--- src/rtl/muldiv_unit.sv ---
// muldiv_unit: multi-cycle RV32M multiply/divide execution unit.
// Multiply holds captured operands for MUL_STAGES cycles before writeback.
// Divide is a radix-2 restoring engine on operand magnitudes with a final
// sign-correction edge. Divide-by-zero and signed overflow take a one-cycle
// early exit instead of iterating.
module muldiv_unit #(
  parameter int XLEN       = 32,
  parameter int MUL_STAGES = 2
) (
  input  logic            clk,
  input  logic            rst,
  input  logic            start,
  input  logic [2:0]      funct3,
  input  logic [XLEN-1:0] rs1,
  input  logic [XLEN-1:0] rs2,
  input  logic [4:0]      rd_addr,
  input  logic            flush,
  output logic            ready,
  output logic            stall,
  output logic            result_valid,
  output logic [XLEN-1:0] result,
  output logic [4:0]      result_rd
);

  typedef enum logic [1:0] {ST_IDLE = 2'd0, ST_MUL = 2'd1, ST_DIV = 2'd2} state_e;

  localparam int CNT_MAX = (XLEN > MUL_STAGES) ? XLEN : MUL_STAGES;
  localparam int CW      = $clog2(CNT_MAX + 1);

  localparam logic [XLEN-1:0] ZERO    = {XLEN{1'b0}};
  localparam logic [XLEN-1:0] ONES    = {XLEN{1'b1}};
  localparam logic [XLEN-1:0] MIN_NEG = {1'b1, {(XLEN-1){1'b0}}};
  localparam logic [CW-1:0]   CNT_0   = {CW{1'b0}};
  localparam logic [CW-1:0]   CNT_1   = {{(CW-1){1'b0}}, 1'b1};
  localparam logic [CW-1:0]   MUL_END = CW'(MUL_STAGES - 1);
  localparam logic [CW-1:0]   DIV_END = CW'(XLEN);

  state_e            state_q, state_d;
  logic [XLEN-1:0]   a_q, a_d, b_q, b_d;
  logic [1:0]        op_q, op_d;
  logic [4:0]        rd_q, rd_d;
  logic [CW-1:0]     cnt_q, cnt_d;
  logic [XLEN-1:0]   rem_q, rem_d, quo_q, quo_d;
  logic              special_q, special_d;
  logic [XLEN-1:0]   result_q, result_d;
  logic [4:0]        result_rd_q, result_rd_d;
  logic              result_valid_q, result_valid_d;

  logic [2*XLEN-1:0] mul_a_ext_s, mul_b_ext_s, mul_prod_s;
  logic [XLEN-1:0]   mul_res_s;
  logic              div_signed_s, q_neg_s, r_neg_s, fits_s;
  logic [XLEN-1:0]   div_b_abs_s, q_fix_s, r_fix_s, div_res_s;
  logic [XLEN:0]     rem_shift_s, trial_s;
  logic              in_signed_s, div_zero_s, div_ovf_s;
  logic [XLEN-1:0]   in_a_abs_s;

  // State and datapath registers with synchronous reset.
  always_ff @(posedge clk) begin
    if (rst) begin
      state_q        <= ST_IDLE;
      a_q            <= ZERO;
      b_q            <= ZERO;
      op_q           <= 2'b00;
      rd_q           <= 5'd0;
      cnt_q          <= CNT_0;
      rem_q          <= ZERO;
      quo_q          <= ZERO;
      special_q      <= 1'b0;
      result_q       <= ZERO;
      result_rd_q    <= 5'd0;
      result_valid_q <= 1'b0;
    end else begin
      state_q        <= state_d;
      a_q            <= a_d;
      b_q            <= b_d;
      op_q           <= op_d;
      rd_q           <= rd_d;
      cnt_q          <= cnt_d;
      rem_q          <= rem_d;
      quo_q          <= quo_d;
      special_q      <= special_d;
      result_q       <= result_d;
      result_rd_q    <= result_rd_d;
      result_valid_q <= result_valid_d;
    end
  end

  // Multiply product from captured operands, extended per funct3 signedness.
  always_comb begin
    mul_a_ext_s = {{XLEN{(op_q != 2'b11) & a_q[XLEN-1]}}, a_q};
    mul_b_ext_s = {{XLEN{~op_q[1] & b_q[XLEN-1]}}, b_q};
    mul_prod_s  = mul_a_ext_s * mul_b_ext_s;
    mul_res_s   = (op_q == 2'b00) ? mul_prod_s[XLEN-1:0] : mul_prod_s[2*XLEN-1:XLEN];
  end

  // Divide step, sign correction and special-case detection at accept.
  always_comb begin
    div_signed_s = ~op_q[0];
    div_b_abs_s  = (div_signed_s & b_q[XLEN-1]) ? -b_q : b_q;
    rem_shift_s  = {rem_q, quo_q[XLEN-1]};
    trial_s      = rem_shift_s - {1'b0, div_b_abs_s};
    fits_s       = ~trial_s[XLEN];
    q_neg_s      = div_signed_s & (a_q[XLEN-1] ^ b_q[XLEN-1]);
    r_neg_s      = div_signed_s & a_q[XLEN-1];
    q_fix_s      = q_neg_s ? -quo_q : quo_q;
    r_fix_s      = r_neg_s ? -rem_q : rem_q;
    if (special_q) begin
      div_res_s = op_q[1] ? rem_q : quo_q;
    end else begin
      div_res_s = op_q[1] ? r_fix_s : q_fix_s;
    end
    in_signed_s = ~funct3[0];
    in_a_abs_s  = (in_signed_s & rs1[XLEN-1]) ? -rs1 : rs1;
    div_zero_s  = (rs2 == ZERO);
    div_ovf_s   = in_signed_s & (rs1 == MIN_NEG) & (rs2 == ONES);
  end

  // Next-state logic; flush returns to idle from any state.
  always_comb begin
    state_d = state_q;
    if (flush) begin
      state_d = ST_IDLE;
    end else begin
      case (state_q)
        ST_IDLE: begin
          if (start) begin
            state_d = funct3[2] ? ST_DIV : ST_MUL;
          end else begin
            state_d = ST_IDLE;
          end
        end
        ST_MUL: begin
          if (cnt_q == MUL_END) begin
            state_d = ST_IDLE;
          end else begin
            state_d = ST_MUL;
          end
        end
        ST_DIV: begin
          if (special_q || (cnt_q == DIV_END)) begin
            state_d = ST_IDLE;
          end else begin
            state_d = ST_DIV;
          end
        end
        default: state_d = ST_IDLE;
      endcase
    end
  end

  // Datapath updates: operand capture, iteration and result writeback.
  always_comb begin
    a_d            = a_q;
    b_d            = b_q;
    op_d           = op_q;
    rd_d           = rd_q;
    cnt_d          = cnt_q;
    rem_d          = rem_q;
    quo_d          = quo_q;
    special_d      = special_q;
    result_d       = result_q;
    result_rd_d    = result_rd_q;
    result_valid_d = 1'b0;
    if (flush) begin
      special_d = 1'b0;
    end else begin
      case (state_q)
        ST_IDLE: begin
          if (start) begin
            a_d   = rs1;
            b_d   = rs2;
            op_d  = funct3[1:0];
            rd_d  = rd_addr;
            cnt_d = CNT_0;
            if (funct3[2] && (div_zero_s || div_ovf_s)) begin
              special_d = 1'b1;
              quo_d     = div_zero_s ? ONES : rs1;
              rem_d     = div_zero_s ? rs1 : ZERO;
            end else begin
              special_d = 1'b0;
              quo_d     = in_a_abs_s;
              rem_d     = ZERO;
            end
          end else begin
            special_d = special_q;
          end
        end
        ST_MUL: begin
          if (cnt_q == MUL_END) begin
            result_d       = mul_res_s;
            result_rd_d    = rd_q;
            result_valid_d = 1'b1;
          end else begin
            cnt_d = cnt_q + CNT_1;
          end
        end
        ST_DIV: begin
          if (special_q || (cnt_q == DIV_END)) begin
            result_d       = div_res_s;
            result_rd_d    = rd_q;
            result_valid_d = 1'b1;
            special_d      = 1'b0;
          end else begin
            cnt_d = cnt_q + CNT_1;
            rem_d = fits_s ? trial_s[XLEN-1:0] : rem_shift_s[XLEN-1:0];
            quo_d = {quo_q[XLEN-2:0], fits_s};
          end
        end
        default: begin
          special_d = 1'b0;
        end
      endcase
    end
  end

  // Handshake outputs and registered result drive.
  always_comb begin
    ready        = (state_q == ST_IDLE);
    stall        = (state_q != ST_IDLE) | (start & (state_q == ST_IDLE));
    result_valid = result_valid_q;
    result       = result_q;
    result_rd    = result_rd_q;
  end

endmodule

--- config.mk ---
export PLATFORM = sky130hd
export DESIGN_NAME = muldiv_unit
export DESIGN_NICKNAME = d
export VERILOG_FILES = /design/src/rtl/muldiv_unit.sv
export SDC_FILE = /design/constraint.sdc
export NUM_CORES = 2
export LEC_CHECK = 0
export ABC_AREA = 1
export CORE_ASPECT_RATIO = 0.5
export CORE_MARGIN = 2
export CORE_UTILIZATION = 49
export CTS_CLUSTER_DIAMETER = 150
export DETAILED_ROUTE_END_ITERATION = 6
export HOLD_SLACK_MARGIN = 0.03
export PLACE_DENSITY = 0.66
export SLEW_MARGIN = 20
export SYNTH_ARGS = -nofsm -noshare
export SYNTH_HDL_FRONTEND = slang
export SYNTH_SLANG_ARGS = --single-unit
export TNS_END_PERCENT = 10
--- constraint.sdc ---
create_clock -name clk -period 14.4 [get_ports clk]
set_input_delay 2.88 -clock clk [delete_from_list [all_inputs] [get_ports clk]]
set_output_delay 2.88 -clock clk [all_outputs]
set_load 0.02 [all_outputs]
==> results.py <==
metrics = {
    "min_path": {
        "hold_class": "flip-flop to flip-flop",
        "hold_depth": 2,
        "min_to": "result[10]$_SDFFE_PP0P_",
        "hold_start": "result[10]$_SDFFE_PP0P_",
    },
    "sta": {
        "slew_viol_final": 0,
        "rsz0062_at_grt": "no",
        "setup_viol": 0,
        "period_minus_slack_ns": 9.49,
        "finalClockSkew_ns": 0.0210,
        "final-hold-violation-count": 0,
        "max_freq_ghz": 0.105,
        "min_period_over_period_pct": 65.9,
        "hold_ws_ns": 0.469,
        "maxSlewHeadroom_pct": 25.0,
        "tightest_slew_ns": 1.13,
        "setup_tns_ns": 0,
    },
    "cts": {
        "cts_tree": "built",
        "postCtsSetupBuffers": 0,
        "ctsHoldBuffers": 0,
        "cts.sinks": 182,
        "cts-root-buf": "clkbuf_16",
        "cts.htree.levels": 4,
        "cts_resized": 0,
        "cts.path.max_buffers": 2,
        "cts_buffers": 17,
        "clk_pin_slew_ns": 0.08,
        "clk_latency_ns": 0.51,
    },
    "route": {
        "post_drt_wl_per_cell_um": 22.9,
        "drc": 4,
        "wirelength_mm": 208,
        "drt_iter0_markers": 5425,
        "first_pass_iters": 7,
        "viasPerCell": 5.50,
        "dr_total_vias": 49900,
        "ant_nets": 0,
    },
    "yosys": {
        "synth-main-ff-cell": "dfxtp_1",
        "syn-num-nets": 9173,
        "ys_types": 47,
        "seq_area_frac_synth_pct": 6.62,
        "synth_async_sr_flop_share_pct": 0,
        "synth-edff-count": 0,
        "synth_cells": 7715,
        "synth-seq-cells": 182,
        "avgSynthCellArea_um2": 7.14,
        "synth.cell_area_um2": 55000,
        "yosysWarnings": 0,
    },
    "grt": {
        "grt-ovfl-total": 0,
        "grt_max_degree": 82,
        "grt_use_total_pct": 36.9,
        "antenna_found_initial": 3,
        "grt_pass1_vias": 50000,
        "grt_pass1_wl_mm": 313,
    },
    "floorplan": {
        "core-area_um2": 111000,
        "initial_core_util_pct": 49.7,
        "die_h_um": 241,
        "die_w_um": 478,
        "rows": 86,
        "boundaryPins": 116,
        "dieArea_um2": 115000,
    },
    "place": {
        "gp_congestion": 1.03,
        "port_buffers": 115,
        "dp_cells": 9036,
        "place.detailed.hpwl_mm": 166,
    },
    "power": {
        "clockPowerShare_pct": 9.7,
        "power.switching_w": 0.00299,
        "vdd_drop_max_uv": 113,
        "swShare_pct": 60.1,
        "power.density_nw_per_um2": 85.9,
        "leakage_nw": 31.4,
        "power_frac_comb_pct": 78.2,
        "pwr-share-seq_pct": 12.1,
        "p_int_w": 0.00199,
    },
    "critical_path": {
        "endpoint_kind": "flip-flop",
        "timing.rr.start": "op_q[0]$_SDFFE_PP0P_",
        "startpoint_type": "flip-flop",
        "cp_slowest_cell": "fa_1",
        "r2r_cells": 29,
        "r2r_slack_ns": 4.91,
        "path_class": "flip-flop to flip-flop",
        "required_ns": 14.76,
        "cp_max_fo": 14,
        "crit_arrival_ns": 9.85,
        "slowest_delay_ns": 0.80,
        "rr_endpoint": "result[19]$_SDFFE_PP0P_",
    },
    "cells_and_area": {
        "syn2layout_area_growth_pct": 5.24,
        "fillCellCount": 11100,
        "nNetsFinal": 9017,
        "final_cell_count_no_fill": 9070,
        "multi_input_area_um2": 42800,
        "drive_gt1_share_pct": 3.05,
        "fin_util_pct": 52.3,
        "seq_area_um2": 3660,
    },
    "run_status": {
        "violations": "DRC",
        "status": "finished with violations",
    },
    "job": {
        "max-cap-violations": 0,
    },
}
cell usage after synthesis, drive strengths merged, types with 16 or more instances:
library cell     n  area share (%)
nor4            16            0.18
xor2            77             1.2
nor3            45            0.48
nand3          306             2.8
xnor2           24            0.38
o21ai          365             3.3
inv           1894              13
clkbuf         322             2.2
nand2         2084              14
nand4           53            0.60
o21bai          23            0.31
fa            1126              41
buf             69            0.56
nor2           415             2.9
ha             256             5.8
a21oi          396             3.7
dfxtp          182             6.6
critical path, delay by kind of cell (launching register included):
kind	cells	cell delay [ns]
adder cells (fa/ha/maj)	9	4.89
AND/OR/NAND/NOR	12	2.34
buffers and inverters	6	1.34
flip-flops	1	0.46
AO/OA/AOI/OAI	2	0.32
cells by family (layout without fill, tap and decap cells):
| kind of cell | Yosys count | in the layout | share of synthesized area, % |
|---|---|---|---|
| AO/OA/AOI/OAI | 817 | 817 | 7.79 |
| XOR/XNOR | 101 | 101 | 1.61 |
| adder cells (fa/ha/maj) | 1382 | 1382 | 46.8 |
| buffers and inverters | 2285 | 2142 | 15.7 |
| flip-flops | 182 | 182 | 6.62 |
| other | 0 | 2 | 0 |
| AND/OR/NAND/NOR | 2948 | 2948 | 21.5 |
state kept, by name (all words and copies together), names as in the netlist:
name,cells
special_q,1
quo_q,32
result,32
rd_q,5
result_valid,1
cnt_q,6
state_q,2
result_rd,5
a_q,32
op_q,2
b_q,32
rem_q,32
cells in the final DEF (no fill, tap or decap), drive strengths merged, types with 16 or more instances in the layout:
cell type,instances
a21oi,396
buf,102
clkbuf,19
clkdlybuf4s50,114
dfxtp,182
fa,1126
ha,256
inv,1900
nand2,2084
nand3,306
nand4,53
nor2,415
nor3,45
nor4,16
o21ai,365
o21bai,23
xnor2,24
xor2,77
metal layers:
metal | vias up | GRT usage [%] | wire length [um]
met5 | - | 0 | 0
met3 | 428 | 11.5 | 26600
li1 | 22300 | - | -
met1 | 24500 | 50.5 | 85900
met4 | 0 | 16.5 | 10500
met2 | 2739 | 53.7 | 84500
power by group through the flow:
stage / logic, W / registers (W) / clock network [W]
3_5_place_dp: 0.00378 / 0.000612 / 0
6_report: 0.00389 / 0.000605 / 0.000481
3_3_place_gp: 0.00380 / 0.000613 / 0
5_1_grt: 0.00428 / 0.000607 / 0.000501
4_1_cts: 0.00381 / 0.000601 / 0.000488
2_1_floorplan: 0.00244 / 0.000575 / 0
stage by stage:
step / setup WS [ns] / power (W) / area [um2]
floorplan: 6.55 / 0.00301 / 55000
global placement: 5.32 / 0.00441 / 57400
detailed placement: 5.21 / 0.00439 / 57400
CTS: 5.20 / 0.00490 / 57900
global route: 4.49 / 0.00538 / 57900
finish: 4.91 / 0.00498 / 57900
worst max-delay path by stage:
stage,slack (ns),cells past startpoint,end,start
after floorplan,6.55,33,result[30]$_SDFFE_PP0P_,op_q[0]$_SDFFE_PP0P_
after global placement,5.32,29,result[19]$_SDFFE_PP0P_,op_q[0]$_SDFFE_PP0P_
after detailed placement,5.21,31,result[21]$_SDFFE_PP0P_,op_q[0]$_SDFFE_PP0P_
after CTS,5.20,31,result[21]$_SDFFE_PP0P_,op_q[0]$_SDFFE_PP0P_
after global routing,4.49,31,result[21]$_SDFFE_PP0P_,op_q[0]$_SDFFE_PP0P_
final,4.91,29,result[19]$_SDFFE_PP0P_,op_q[0]$_SDFFE_PP0P_
layout make-up:
type | count | area share, %
Clock inverter | 13 | 0.194
Antenna cell | 2 | 0.00864
Multi-Input combinational cell | 5248 | 73.9
Inverter | 1894 | 12.3
Sequential cell | 182 | 6.33
Tap cell | 1496 | 3.23
Timing Repair Buffer | 216 | 3.29
Clock buffer | 19 | 0.765
No activity file was read; power rests on OpenSTA's default activity.
